File: config.mk
export PLATFORM = sky130hd
export DESIGN_NAME = program_loader_flat
export DESIGN_NICKNAME = d
export VERILOG_FILES = /design/src/rtl/program_loader_if.sv /design/src/rtl/program_loader.sv /design/src/flat_wrapper.sv
export SDC_FILE = /design/constraint.sdc
export NUM_CORES = 1
export LEC_CHECK = 0
export CELL_PAD_IN_SITES_DETAIL_PLACEMENT = 1
export CELL_PAD_IN_SITES_GLOBAL_PLACEMENT = 1
export CORE_UTILIZATION = 44
export DETAILED_ROUTE_END_ITERATION = 6
export PLACE_DENSITY = 0.84
export SLEW_MARGIN = 10
export SYNTH_ARGS = -nofsm -noshare
export SYNTH_HDL_FRONTEND = slang
export SYNTH_SLANG_ARGS = --single-unit
File: constraint.sdc
create_clock -name clk -period 3.8 [get_ports clk]
set_clock_uncertainty 0.1 [all_clocks]
set_input_delay 0.76 -clock clk [delete_from_list [all_inputs] [get_ports clk]]
set_output_delay 0.76 -clock clk [all_outputs]
set_load 0.1 [all_outputs]
File: src/rtl/program_loader_if.sv
// Byte stream in from the UART receiver, word write port out to program memory.
// The loader takes the master side; the memory/receiver pair the slave side.
interface program_loader_if #(
  parameter int ADDR_LENGTH = 11,
  parameter int DATA_LENGTH = 16
);
  logic [7:0]             rx_data;
  logic                   rx_valid;
  logic [ADDR_LENGTH-1:0] addr_out;
  logic [DATA_LENGTH-1:0] data_out;
  logic                   wr;

  modport master (
    input  rx_data,
    input  rx_valid,
    output addr_out,
    output data_out,
    output wr
  );

  modport slave (
    output rx_data,
    output rx_valid,
    input  addr_out,
    input  data_out,
    input  wr
  );
endinterface

File: src/rtl/program_loader.sv
// Framed program upload: start byte, 16-bit word count, then big-endian words.
// Writes each word into program memory and holds the BIP off while busy.
module program_loader #(
  parameter int         ADDR_LENGTH = 11,
  parameter int         DATA_LENGTH = 16,
  parameter logic [7:0] START_BYTE  = 8'hA5
) (
  input  logic clk,
  input  logic rst_n,
  program_loader_if.master bus,
  output logic busy,
  output logic done,
  output logic error
);

  typedef enum logic [2:0] {
    IDLE, LEN_HI, LEN_LO, DATA_HI, DATA_LO, DONE
  } state_t;

  localparam logic [16:0] MAX_WORDS = 17'(1) << ADDR_LENGTH;

  state_t                 state_q, state_d;
  logic [7:0]             byte_hi;
  logic [ADDR_LENGTH:0]   remaining;
  logic [15:0]            count;
  logic [DATA_LENGTH-1:0] word;
  logic                   count_bad;
  logic                   last_word;
  logic                   start, latch_hi;
  logic                   len_ok, len_bad, word_wr;

  assign count     = {byte_hi, bus.rx_data};
  assign word      = {byte_hi, bus.rx_data};
  assign count_bad = (count == 16'd0) || ({1'b0, count} > MAX_WORDS);
  assign last_word = remaining == (ADDR_LENGTH+1)'(1);

  always_ff @(posedge clk or negedge rst_n) begin
    if (!rst_n) state_q <= IDLE;
    else        state_q <= state_d;
  end

  always_comb begin
    state_d = state_q;
    if (bus.rx_valid) begin
      unique case (state_q)
        IDLE, DONE:
          if (bus.rx_data == START_BYTE) state_d = LEN_HI;
        LEN_HI:  state_d = LEN_LO;
        LEN_LO:  state_d = count_bad ? IDLE : DATA_HI;
        DATA_HI: state_d = DATA_LO;
        DATA_LO: state_d = last_word ? DONE : DATA_HI;
        default: state_d = IDLE;
      endcase
    end
  end

  always_comb begin
    start    = 1'b0;
    latch_hi = 1'b0;
    len_ok   = 1'b0;
    len_bad  = 1'b0;
    word_wr  = 1'b0;
    if (bus.rx_valid) begin
      unique case (state_q)
        IDLE, DONE:
          start = bus.rx_data == START_BYTE;
        LEN_HI, DATA_HI:
          latch_hi = 1'b1;
        LEN_LO: begin
          len_ok  = !count_bad;
          len_bad = count_bad;
        end
        DATA_LO: word_wr = 1'b1;
        default: ;
      endcase
    end
  end

  // Address steps the cycle after a strobe unless that strobe finished the frame.
  always_ff @(posedge clk or negedge rst_n) begin
    if (!rst_n) begin
      bus.addr_out <= '0;
      bus.data_out <= '0;
      bus.wr       <= 1'b0;
      busy         <= 1'b0;
      done         <= 1'b0;
      error        <= 1'b0;
      byte_hi      <= '0;
      remaining    <= '0;
    end else begin
      bus.wr <= word_wr;
      if (bus.wr && state_q != DONE)
        bus.addr_out <= bus.addr_out + 1'b1;
      if (latch_hi)
        byte_hi <= bus.rx_data;
      if (start) begin
        busy         <= 1'b1;
        done         <= 1'b0;
        error        <= 1'b0;
        bus.addr_out <= '0;
      end
      if (len_bad) begin
        error <= 1'b1;
        busy  <= 1'b0;
      end
      if (len_ok)
        remaining <= count[ADDR_LENGTH:0];
      if (word_wr) begin
        bus.data_out <= word;
        remaining    <= remaining - 1'b1;
        if (last_word) begin
          done <= 1'b1;
          busy <= 1'b0;
        end
      end
    end
  end

endmodule

File: src/flat_wrapper.sv
// flat-port wrapper written by rule: the top's interface ports become plain ports
module program_loader_flat 
#(
  parameter int         ADDR_LENGTH = 11,
  parameter int         DATA_LENGTH = 16,
  parameter logic [7:0] START_BYTE  = 8'hA5
)
  (clk, rst_n, busy, done, error, bus_rx_data, bus_rx_valid, bus_addr_out, bus_data_out, bus_wr);
  program_loader_if #(.ADDR_LENGTH(ADDR_LENGTH), .DATA_LENGTH(DATA_LENGTH)) bus_i ();
  input  logic clk;
  input  logic rst_n;
  output logic busy;
  output logic done;
  output logic error;
  input wire logic [$bits(bus_i.rx_data)-1:0] bus_rx_data;
  input wire logic [$bits(bus_i.rx_valid)-1:0] bus_rx_valid;
  output wire logic [$bits(bus_i.addr_out)-1:0] bus_addr_out;
  output wire logic [$bits(bus_i.data_out)-1:0] bus_data_out;
  output wire logic [$bits(bus_i.wr)-1:0] bus_wr;
  assign bus_i.rx_data = bus_rx_data;
  assign bus_i.rx_valid = bus_rx_valid;
  assign bus_addr_out = bus_i.addr_out;
  assign bus_data_out = bus_i.data_out;
  assign bus_wr = bus_i.wr;
  program_loader #(.ADDR_LENGTH(ADDR_LENGTH), .DATA_LENGTH(DATA_LENGTH), .START_BYTE(START_BYTE)) u_core (.clk(clk), .rst_n(rst_n), .bus(bus_i), .busy(busy), .done(done), .error(error));
endmodule
Yosys cells after proc, flatten, opt, wreduce, memory -nomap -nowiden:

Cells that the tools add are included.

* bits in registers: 54
* logic and storage cells: 59
* input port bits: 11
* output and inout bits: 31

* muxes and demuxes: 27
* equality and inequality tests: 9
* reductions and logical operators: 11
* $lt $le $gt $ge: 1
* add/subtract/negate cells: 2

Operators by type and width (count)
* 12-bit two-way mux: 2
* 11-bit two-way mux: 2
* 1-bit two-way mux: 19
* 16-bit by 12-bit > comparator with 1-bit output (second input constant): 1
* 16-bit logical NOT: 1
* 3-bit case mux with 5 select lines: 1
* 12-bit by 1-bit equality test with 1-bit output (second input constant): 1
* 12-bit by 1-bit subtractor with 12-bit output (second input constant): 1
* 11-bit by 1-bit adder with 11-bit output (second input constant): 1
* 8-bit equality test (second input constant): 1
* 3-bit by 2-bit equality test with 1-bit output (second input constant): 2
* 3-bit equality test (second input constant): 2
* 3-bit two-way mux: 2
* 2-bit nonzero test: 3
* 2-bit OR reduction: 2
* 3-bit by 1-bit equality test with 1-bit output (second input constant): 1
* 3-bit logical NOT: 1
* 3-bit inequality test (second input constant): 1
* 2-bit two-way mux: 1
* 2-bit by 1-bit inequality test with 1-bit output (second input constant): 1
* 2-bit AND reduction: 1
* 1-bit logical AND: 1
* 1-bit logical NOT: 1
* 1-bit logical OR: 1

Longest topological paths before layout:

* depth after elaboration: 8
* mapped depth: 9
* depth with buffers taken out: 7

Least setup slack after synthesis:

OpenSTA, ideal clock, no wires.

* path type: in2reg
* start: input port bus_rx_data[1]
* end: register u_core.remaining[1]
* stages on the path: 5
* buffers on the path: 0
* arrival time: 1989 ps
* setup slack: 1585 ps
* data required time: 3574 ps
* library setup time: 126 ps
* cells stage by stage: nor4_2 > a31oi_1 > nor4b_4 > nor2_2 > a221o_1

* cells in the longest elaborated chain, start to end: 6
* elaborated cells on any way between the ends: 9
* classes of those cells: order compare (1); mux (4); reduce/logical (4)

Ends and longest elaborated chain
* start, declared: RTL line flat_wrapper.sv:15 `input wire logic [$bits(bus_i.rx_data)-1:0] bus_rx_data;`
* 16-bit by 12-bit > comparator with 1-bit output or 16-bit logical NOT (tied branches): RTL line program_loader.sv:34 `assign count_bad = (count == 16'd0) || ({1'b0, count} > MAX_WORDS);`
* 1-bit logical OR: RTL line program_loader.sv:34
* 1-bit logical NOT: RTL line program_loader.sv:70 `len_ok = !count_bad;`
* 1-bit two-way mux: RTL line program_loader.sv:64 `unique case (state_q)`
* 1-bit two-way mux: RTL line program_loader.sv:63 `if (bus.rx_valid) begin`
* 2-bit nonzero test (no line)
* end signal, assigned: RTL line program_loader.sv:107 `remaining <= count[ADDR_LENGTH:0];`
* end signal, assigned: RTL line program_loader.sv:110 `remaining <= remaining - 1'b1;`
* end, declared: RTL line program_loader.sv:24 `logic [ADDR_LENGTH:0] remaining;`

Parallel ways exist; a longest one is shown, timed or not. The select of a mux whose other input is x is not followed.
A chain may end at the register's enable or synchronous reset.

Worst setup path after layout:

* start: register u_core.bus.wr
* end: output port bus_wr

RTL lines
* start, declared: RTL line program_loader_if.sv:18 `output wr`
* start signal, assigned: RTL line program_loader.sv:91 `bus.wr <= word_wr;`
* end, declared: RTL line flat_wrapper.sv:19 `output wire logic [$bits(bus_i.wr)-1:0] bus_wr;`

No word-level cell between the ends.

==> metrics.csv <==
metric,value,unit
clock-sinks,54,
dp_slack,0.750,ns
grt_pass1_wl,11.3,mm
crit_fanout,7,
synth_area_leaders,"dfrtp_1 (51%), nand2_1 (8.0%), mux2_2 (3.4%)",
r2r.worst_path.cells,5,
io_pins,42,
ctsLongestPathBuffers,2,
whs,0.382,ns
cp_top_family,buffers and inverters,
crit_end,bus_wr,
nets,333,
areaGrowthSynthToFinish,23.0,%
slew_headroom,33.8,%
drive_above_1_share,8.75,%
use_met2,37.7,%
avgSynthCellArea,9.58,um^2
dpl.hpwl,5.01,mm
row_count,27,
clk_pin_slew,0.10,ns
period_share,74.5,%
ys_types,53,
rr_startpoint,u_core.byte_hi[5],
grt_start_max_net_pins,35,
mostFrequentLayoutCells,"nand2_1 (56), dfrtp_1 (54), clkdlybuf4s50_1 (40), nor2_1 (23), inv_1 (10)",
cts_resized,0,
htreeDepth,2,
gp_congestion,0.896,
final_common_cell,nand2_1,
fin_tns_setup,0,ns
drc_errors,0,
syn_nets,290,
setup_viol,0,
worst_pin_slew,0.990,ns
wirelength,6.68,mm
synth.largest_area_cell,dfrtp_1,
ys_ff_latch,54,
track_usage,23.6,%
fmax,353,MHz
die-area,0.00632,mm^2
port_buffers,41,
firstDrtPassIters,4,
grt_pass1_vias,2240,
crit_start,u_core.bus.wr,
critPathBufInv,1,
regToRegSetupSlack,1.57,ns
grt_overflow_total,0,
synth_ff_type,dfrtp_1,
drv_cap,0,
wl_per_cell,17.0,um
required,2.94,ns
numCtsBuffers,5,
vias_per_cell,5.70,
dieHeight,79.5,um
gr-max-usage-layer,met2,
postRouteAntennaNets,0,
critPathCaptureType,primary output,
post-cts-setup-buffer-count,0,
rsz0062_at_grt,false,
fp.dieW,79.5,um
diodes,0,
crit_slowest_cell,clkdlybuf4s50_1,
synth_top_area_share,51.1,%
grt_antenna_before_repair,0,
ys_seq_area_share,51.1,%
worstPathArrival,1.97,ns
path_cells,clkdlybuf4s50_1,
first_iter_violations,136,
grt_use_met3,4.80,%
yosys_warnings,0,
crit_type,flip-flop to primary output,
postSynthCellCount,276,
clkLatencyLatePin,0.31,ns
clock-root-buffer,clkbuf_8,
cts_tree,built,
critPathLaunchType,flip-flop,
final_max_slew_viol_count,0,
cts.hold.buffers_added,0,
num_vias,2235,
hold_viol_final,0,
setup_ws,0.968,ns
synth_area,0.00264,mm^2
start_util,46.9,%
outcome,"finished, final reports clean",
slowest_delay,1.18,ns
met1_usage,32.6,%
hold_class,flip-flop to flip-flop,
finalCriticalPeriod,2.83,ns
synth_edf_count,0,
core-area,0.00564,mm^2
r2r_end,u_core.remaining[0],
async_flop_share,100,%
path_depth,1,
[Yosys cell counts, types with 2 or more instances]
master and number:
a211oi_1 2, a21o_1 2, a21oi_1 9, a2bb2oi_1 2
a31oi_1 4, and3_1 2, and4_1 2, buf_2 3
clkbuf_1 6, dfrtp_1 54, ha_1 3, inv_1 10
mux2_2 8, nand2_1 56, nand2b_1 2, nand3_1 8
nand3b_1 3, nand4_1 5, nor2_1 23, nor2b_1 2
nor3_1 8, nor4_1 2, nor4_2 2, nor4b_1 2
o21ai_0 9, o21ai_1 3, o22ai_1 5, o2bb2ai_1 2
o31ai_1 3, or3_1 3, or4_1 2, xnor2_1 7
xor2_1 2
[routing by layer]
layer	wire length, um	up-vias	share of wire, %
met5	0	-	0
met4	77	0	1.2
met3	296	7	4.4
met2	3260	51	49
met1	3050	1111	46
li1	-	1066	-
[flip-flops by register name, indices dropped and copies added (netlist names)]
register             cells
u_core.bus.addr_out     11
u_core.bus.data_out     16
u_core.bus.wr            1
u_core.busy              1
u_core.byte_hi           8
u_core.done              1
u_core.error             1
u_core.remaining        12
u_core.state_q           3
[layout make-up]
type / instances / area (um^2)
clock inverters: 3 / 48.8
clock buffers: 5 / 68.8
flip-flops and latches: 54 / 1350
inverters: 10 / 37.5
well taps: 72 / 90.1
multi-input cells: 201 / 1210
repair buffers: 47 / 450
fillers: 641 / 2390
[through the flow]
step                      utilization (%)  std cells  instance area (um^2)
after floorplan                         -        276                  2640
after global placement               55.6        384                  3140
after detailed placement             55.6        384                  3140
after CTS                            57.7        392                  3250
after global routing                 57.7        392                  3250
final                                57.7        392                  3250
[how the worst min path moves through the flow]
| stage | slack, ns | end | cells after the start | start |
|---|---|---|---|---|
| floorplan | 0.36 | u_core.bus.addr_out[0] | 0 | rst_n |
| global placement | 0.36 | u_core.bus.data_out[6] | 2 | u_core.bus.data_out[6] |
| detailed placement | 0.36 | u_core.bus.data_out[12] | 2 | u_core.bus.data_out[12] |
| CTS | 0.39 | u_core.bus.data_out[12] | 2 | u_core.bus.data_out[12] |
| global route | 0.40 | u_core.done | 1 | u_core.done |
| finish | 0.38 | u_core.done | 1 | u_core.done |
[cells by family (layout without fill, tap and decap cells)]
logic type | count (synthesis) | count (layout) | synth area share, %
compound gates | 51 | 51 | 12.8
xor+xnor | 9 | 9 | 2.98
fa+ha+maj | 3 | 3 | 1.42
buf+inv | 21 | 65 | 3.27
flops | 54 | 54 | 51.1
mux | 9 | 9 | 3.79
simple gates | 129 | 129 | 24.7
Power is left out: the tool's default activity adds up to more than one toggle a clock period on the data nets, which glitch-free logic cannot reach.
